### src/rtl/oai21_exhaustive_bist.sv
// Exhaustive BIST for LANES parallel OAI21 cells: sweeps all 8 {A1,A2,B} vectors PASSES times
// and checks ZN = !((A1|A2)&B), reporting a per-lane fail mask, error count and first failing vector.
module oai21_exhaustive_bist #(
   parameter int unsigned LANES  = 4,
   parameter int unsigned PASSES = 2,
   parameter int unsigned SETTLE = 1
) (
   input  logic             CLK,
   input  logic             RN,
   input  logic             START,
   output logic [LANES-1:0] A1,
   output logic [LANES-1:0] A2,
   output logic [LANES-1:0] B,
   input  logic [LANES-1:0] ZN,
   output logic             BUSY,
   output logic             DONE,
   output logic             PASS,
   output logic [LANES-1:0] FAIL_LANE,
   output logic [7:0]       ERR_CNT,
   output logic [2:0]       FIRST_ERR_VEC
);

   localparam int unsigned VEC_W  = 3;
   localparam int unsigned PASS_W = 8;
   localparam int unsigned SET_W  = 4;
   localparam int unsigned ERR_W  = 8;
   localparam logic [ERR_W-1:0] ERR_MAX = {ERR_W{1'b1}};

   typedef enum logic [1:0] {S_IDLE, S_APPLY, S_SAMPLE, S_DONE} state_t;

   state_t             state_q, state_d;
   logic [VEC_W-1:0]   vec_q, vec_d;
   logic [PASS_W-1:0]  pass_q, pass_d;
   logic [SET_W-1:0]   settle_q, settle_d;
   logic [LANES-1:0]   a1_d, a2_d, b_d, fail_d;
   logic [ERR_W-1:0]   err_d;
   logic [VEC_W-1:0]   first_d;
   logic               busy_d, done_d, pass_flag_d;
   logic               load_vec;
   logic [LANES-1:0]   exp_zn, mis;
   logic [VEC_W-1:0]   lv;

   // Next-state, result update and drive-vector generation
   always_comb begin
      state_d  = state_q;
      vec_d    = vec_q;
      pass_d   = pass_q;
      settle_d = settle_q;
      a1_d     = A1;
      a2_d     = A2;
      b_d      = B;
      fail_d   = FAIL_LANE;
      err_d    = ERR_CNT;
      first_d  = FIRST_ERR_VEC;
      load_vec = 1'b0;
      lv       = '0;
      exp_zn   = '0;
      mis      = '0;

      // X/Z on a returned ZN must count as a failure, hence the case inequality
      for (int unsigned i = 0; i < LANES; i++) begin
         exp_zn[i] = ~((A1[i] | A2[i]) & B[i]);
         mis[i]    = (ZN[i] !== exp_zn[i]);
      end

      case (state_q)
         S_IDLE, S_DONE: begin
            if (START) begin
               fail_d   = '0;
               err_d    = '0;
               first_d  = '0;
               vec_d    = '0;
               pass_d   = '0;
               settle_d = '0;
               load_vec = 1'b1;
               state_d  = (SETTLE == 0) ? S_SAMPLE : S_APPLY;
            end
         end
         S_APPLY: begin
            if (settle_q == SET_W'(SETTLE - 1)) begin
               settle_d = '0;
               state_d  = S_SAMPLE;
            end else begin
               settle_d = settle_q + SET_W'(1);
            end
         end
         S_SAMPLE: begin
            if (|mis) begin
               if (ERR_CNT != ERR_MAX) err_d = ERR_CNT + ERR_W'(1);
               if (ERR_CNT == '0)      first_d = vec_q;
            end
            fail_d = FAIL_LANE | mis;
            vec_d  = vec_q + VEC_W'(1);
            if (vec_q == VEC_W'(7)) pass_d = pass_q + PASS_W'(1);
            if (vec_q == VEC_W'(7) && pass_q == PASS_W'(PASSES - 1)) begin
               state_d = S_DONE;
               a1_d    = '0;
               a2_d    = '0;
               b_d     = '0;
            end else begin
               load_vec = 1'b1;
               state_d  = (SETTLE == 0) ? S_SAMPLE : S_APPLY;
            end
         end
         default: state_d = S_IDLE;
      endcase

      // Lane i sees vec ^ i so neighbouring lanes never share a pattern
      if (load_vec) begin
         for (int unsigned i = 0; i < LANES; i++) begin
            lv      = vec_d ^ VEC_W'(i);
            a1_d[i] = lv[2];
            a2_d[i] = lv[1];
            b_d[i]  = lv[0];
         end
      end

      busy_d      = (state_d == S_APPLY) || (state_d == S_SAMPLE);
      done_d      = (state_d == S_DONE);
      pass_flag_d = done_d && (err_d == '0);
   end

   always_ff @(posedge CLK or negedge RN) begin
      if (!RN) begin
         state_q       <= S_IDLE;
         vec_q         <= '0;
         pass_q        <= '0;
         settle_q      <= '0;
         A1            <= '0;
         A2            <= '0;
         B             <= '0;
         BUSY          <= 1'b0;
         DONE          <= 1'b0;
         PASS          <= 1'b0;
         FAIL_LANE     <= '0;
         ERR_CNT       <= '0;
         FIRST_ERR_VEC <= '0;
      end else begin
         state_q       <= state_d;
         vec_q         <= vec_d;
         pass_q        <= pass_d;
         settle_q      <= settle_d;
         A1            <= a1_d;
         A2            <= a2_d;
         B             <= b_d;
         BUSY          <= busy_d;
         DONE          <= done_d;
         PASS          <= pass_flag_d;
         FAIL_LANE     <= fail_d;
         ERR_CNT       <= err_d;
         FIRST_ERR_VEC <= first_d;
      end
   end

endmodule

### config.mk
export PLATFORM = sky130hd
export DESIGN_NAME = oai21_exhaustive_bist
export DESIGN_NICKNAME = d
export VERILOG_FILES = /design/src/rtl/oai21_exhaustive_bist.sv
export SDC_FILE = /design/constraint.sdc
export NUM_CORES = 1
export LEC_CHECK = 0
export BUFFER_PORTS_ARGS = -buffer_cell sky130_fd_sc_hd__buf_2
export CORE_AREA = 2 2 69 71
export DETAILED_ROUTE_END_ITERATION = 16
export DIE_AREA = 0 0 71 73
export GPL_TIMING_DRIVEN = 0
export HOLD_SLACK_MARGIN = 0.12
export PLACE_DENSITY = 0.72
export SYNTH_ARGS = -nofsm -noshare
export SYNTH_HDL_FRONTEND = slang
export SYNTH_SLANG_ARGS = --single-unit
export TNS_END_PERCENT = 10
### constraint.sdc
create_clock -name CLK -period 4.1 [get_ports CLK]
set_input_delay 0.205 -clock CLK [delete_from_list [all_inputs] [get_ports CLK]]
set_output_delay 0.205 -clock CLK [all_outputs]
set_load 0.01 [all_outputs]
==> Word level (Yosys, flattened, before mapping) <==
Cells that the tools add are included.
{ "totals": {"elab_cells": 97, "output_inout_bits": 30, "ff_bits": 47, "in_bits": 7} }
{ "classes": {"n_reduce_logical": 18, "bitwise": 16, "eq_ne": 17, "n_mux": 29, "addsub": 4} }
{ "ops": {"columns": ["operator", "n"], "rows": [
  ["$mux 8", 5],
  ["$pmux 8 s2", 2],
  ["$mux 4", 7],
  ["$add 8x1->8 const B", 2],
  ["$logic_not 8->1", 2],
  ["$pmux 4 s2", 2],
  ["$mux 3", 4],
  ["$pmux 3 s2", 2],
  ["$eq 2x2->1 const B", 4],
  ["$eq 8x1->1 const B", 1],
  ["$ne 2x2->1 const B", 4],
  ["$ne 8x8->1 const B", 1],
  ["$reduce_bool 2->1", 4],
  ["$mux 2", 3],
  ["$not 1->1", 6],
  ["$pmux 2 s3", 1],
  ["$reduce_and 2->1", 3],
  ["$add 4x1->4 const B", 1],
  ["$and 1x1->1", 4],
  ["$eq 2x1->1 const B", 2],
  ["$logic_not 4->1", 1],
  ["$nex 1x1->1", 4],
  ["$or 1x1->1", 4],
  ["$or 4x4->4", 1],
  ["other kinds (12)", 14]
]} }

==> Longest topological paths before layout <==
{ "depth": {"ltp_word": 9, "ltp_mapped": 12, "depth_no_buf": 12} }

==> Worst setup path before layout <==
OpenSTA, ideal clock, no wires.
{ "synth_timing": {"path_type": "reg2reg", "from": "register state_q[0]", "to": "register PASS", "path_stages_with_launch": 13, "period_less_slack_ns": 2.488, "path_slack_ns": 1.612, "setup_ns": 0.095, "required_time_ns": 4.005, "n_path_buf": 2, "t_arrival_ns": 2.393, "path_cell_list": "dfrtp_1 > inv_1 > ha_1 > clkbuf_1 > clkbuf_1 > nand3_1 > a21oi_1 > nor2_1 > a221oi_1 > ha_1 > o221a_2 > o211ai_1 > nor4b_2"} }
{ "synth_between": {"elab_chain_len": 5, "word_cells_on_any_way": 12} }
{ "synth_rtl": {"columns": ["element", "line", "text"], "rows": [
  ["start: declaration", "31", "state_t state_q, state_d;"],
  ["start signal: assignment", "139", "state_q <= state_d;"],
  ["$eq 2x2->1 or $logic_not 2->1 (tied branches)", "66", "case (state_q)"],
  ["$reduce_or 2->1", "66", null],
  ["$pmux 2 s3 (*)", "66", null],
  ["net state_d[1]", "31", null],
  ["$eq 2x2->1 (*)", "119", "done_d = (state_d == S_DONE);"],
  ["net done_d", "38", "logic busy_d, done_d, pass_flag_d;"],
  ["$logic_and 1x1->1 (*)", "120", "pass_flag_d = done_d && (err_d == '0);"],
  ["net pass_flag_d", "38", null],
  ["end signal: assignment", "148", "PASS <= pass_flag_d;"],
  ["end: declaration", "17", "output logic PASS,"]
]} }
The timed path passes the listed nets; every way through them passes the cells marked *.
A chain may end at the register's enable or synchronous reset.

==> Worst setup path after layout <==
Ends and elaborated chain as after synthesis.

==> summary.txt <==
Critical path
  – CP Class: register to register
  – Critical path buffers and inverters: 3
  – Slowest CP cell: dfrtp_1
  – Startpoint Class: register
  – CP peak stage delay: 0.40 ns
  – Critical Path Fanout Max: 10
  – Critical path data arrival time: around 3.3 ns
  – WP data required: roughly 4.3 ns
  – Reg2reg setup slack: 1.01 ns
  – Critical-path cell list: inv_1 -> ha_1 -> clkbuf_1 -> clkbuf_1 -> nand3_1 -> a21oi_1 -> nor2_1 -> a221oi_1 -> ha_1 -> o221a_2 -> o211ai_1 -> nor4b_2
  – Critical path capture point type: register
  – CP top delay family: compound AO/OA/AOI/OAI gates

Floorplanning
  – Die Y: 73 um
  – Cell row count: 25
  – Area of the core: between 4000 and 5000 um^2
  – Initial Util: 0.523
  – Die W: 71 um
  – Die area: 5180 um^2
  – IO Pins: 37

Flow run
  – Max-cap violations: 0

Logic synthesis
  – Cell count after synthesis: 259
  – Avg Inst Size Synth: 9.16 um^2
  – Number of synthesized flops with an enable pin: 0
  – Register bit total from synthesis: 40
  – Synth Warn #: 0
  – Post-synth top flop: dfrtp_1
  – Top cells by count, synth: 40 x dfrtp_1, 31 x nand2_1, 25 x nor2_1, 16 x o21ai_0, 15 x nand3_1
  – Sequential share of the synthesized area: 0.422
  – Yosys top cell by area: dfrtp_1
  – Syn nets: 277
  – Dominant cells by area after synthesis: dfrtp_1 42%, ha_1 5.8%, nand2_1 4.9%
  – Distinct cell type count after synthesis: 50
  – Most numerous cell in the Yosys netlist: dfrtp_1
  – Top-area cell type share of the netlist area: 0.422
  – FFs w/ async S/R, synth: 1.00
  – Post-synthesis cell area: 2370 um^2

Timing
  – # setup viols final: 0
  – Final slew viol count: 0
  – Slew HR: 0.425
  – Clock Skews: approximately 0.0073 ns
  – Final period util: 0.755
  – Setup TNS: 0 ns
  – Worst Max-Slew Pin Slew: 0.862 ns
  – Fin. Hold Viols: 0
  – Final min period: approximately 3.1 ns
  – RSZ-0062 raised after global routing: no
  – Fmax: 0.323 GHz
  – Post-route setup slack: 1.01 ns

Clock network
  – H-tree depth: 2
  – Sink Count: 40
  – Max Root-Sink Buffers: 2
  – Clock tree root driver cell: clkbuf_8
  – TritonCTS clock tree: done
  – Clk slew on worst S/H paths: 0.08 ns
  – Worst-Skew Late Latency: 0.29 ns
  – Setup bufs post-CTS: 0
  – Number of buffers created by CTS: 5

Pwr
  – Clock Power Share: 0.166
  – Maximum vdd drop: 0.000353 V
  – Pleak: 1.31 nW
  – Comb power frac: 0.481
  – Sw frac: 0.424
  – PD cells: 555 nW/um^2
  – Int Power: just under 0.0009 W
  – Sequential share of power: 0.354
  – P_sw: 0.000638 W

Min path
  – Worst hold-check path type: primary input to register

GRT
  – Largest net degree at the start of global routing: 41
  – GRT Total Usage: 0.207
  – Initial antenna violation count: 0
  – First-pass GRT wire length: between 8000 and 9000 um
  – Vias in the first global route: 1844
  – Congestion Overflow GR: 0

Route
  – Starting DRT DRC Count: 174
  – 1st-pass router iterations: 4
  – Residual DRC: 0
  – Per-cell routed wire length: 14.1 um
  – WL final: 5030 um
  – Total number of vias: between 2000 and 2500
  – Vias per cell: 5.75
  – Routed Antenna Nets: 0

Final layout
  – Ant diodes: 0
  – Layout cells sized above 1: 0.231
  – Area growth from synthesis to layout: 14.3%
  – Final #Nets: 321
  – Filler instances: between 300 and 400

Place
  – Pre-CTS setup slack: 1.01 ns
  – Hpwl dp: roughly 3700 um
  – GPL Wtd Cong: just under 0.9
  – Port bufs: 36

Run status
  – Status: finished clean
cell families (layout without fill, tap and decap cells):
group	count (synthesis)	after routing	share of synthesized area
AOI/OAI and AO/OA	61	61	0.184
buffers and inverters	27	71	0.0607
adders and majority gates	11	11	0.0580
and+or+nand+nor	104	104	0.213
DFF	40	40	0.422
xor gates and xnor gates	12	12	0.0443
muxes	4	4	0.0179
stage by stage:
step | std cells | instance area [um^2] | util | hold slack [ns] | power [W]
final | 357 | 2710 | 0.598 | 0.191 | 0.00150
after global routing | 357 | 2710 | 0.598 | 0.199 | 0.00164
after CTS | 357 | 2710 | 0.598 | 0.181 | 0.00152
after detailed placement | 349 | 2620 | 0.578 | 0.383 | 0.00126
after global placement | 349 | 2620 | 0.578 | 0.375 | 0.00125
after floorplan | 259 | 2370 | - | -0.0906 | 0.00105
power by group through the flow:
stage	registers (W)	logic (W)	clock network (W)
after floorplan	0.000557	0.000496	0
after global placement	0.000536	0.000715	0
after detailed placement	0.000539	0.000723	0
after CTS	0.000532	0.000729	0.000260
after global routing	0.000542	0.000820	0.000274
final	0.000532	0.000723	0.000249
area by class of cell:
cell class                 instances  area (um^2)  share of cell area
multi-input combinational        192         1230               0.453
sequential                        40         1000               0.369
timing repair buffer              37          190              0.0701
buffer                            16          103              0.0378
clock buffer                       5         68.8              0.0254
tap                               54         67.6              0.0249
inverter                          11         41.3              0.0152
clock inverter                     2         12.5             0.00461
state kept, by name (all words and copies together), names as in the netlist, 2 cells and up:
register and flops:
FAIL_LANE 4, FIRST_ERR_VEC 3, pass_q 8, B 2, settle_q 4, ERR_CNT 8
A2 2, vec_q 3, state_q 2
worst paths after layout:
path	start	to	depth (start not counted)
worst max register to register	state_q[0]	PASS	12
worst max-delay path	state_q[0]	PASS	12
min in group asynchronous	RN	settle_q[1]	2
max in group asynchronous	RN	ERR_CNT[7]	2
worst min-delay path	START	state_q[1]	2
worst min register to register	FAIL_LANE[1]	FAIL_LANE[1]	2
layout by cell type, fill, tap and decap left out, drive strengths merged, types with 3 or more instances in the layout:
| master | n |
|---|---|
| and3 | 5 |
| nor4 | 4 |
| or2 | 5 |
| inv | 11 |
| nand3 | 15 |
| xor2 | 9 |
| nor2 | 25 |
| a21oi | 11 |
| xnor2 | 3 |
| a22o | 4 |
| nor3 | 6 |
| o21ai | 19 |
| ha | 11 |
| nand2 | 31 |
| nand2b | 5 |
| a211o | 5 |
| dfrtp | 40 |
| buf | 46 |
| clkbuf | 11 |
timing repair:
action / 4_1_cts / 5_1_grt
endpoints found under the hold margin: 40 / 0
gates resized for setup: 0 / 0
hold buffers: 1 / 0
per-layer routing:
metal  vias up  share of wire  global-route usage
met4         0          0.017              0.0797
met2        57           0.45               0.318
met5         -              0                   0
li1       1001              -                   -
met1       988           0.49               0.288
met3         8          0.043              0.0470
Note: power is estimated with default switching activity, not from simulation.
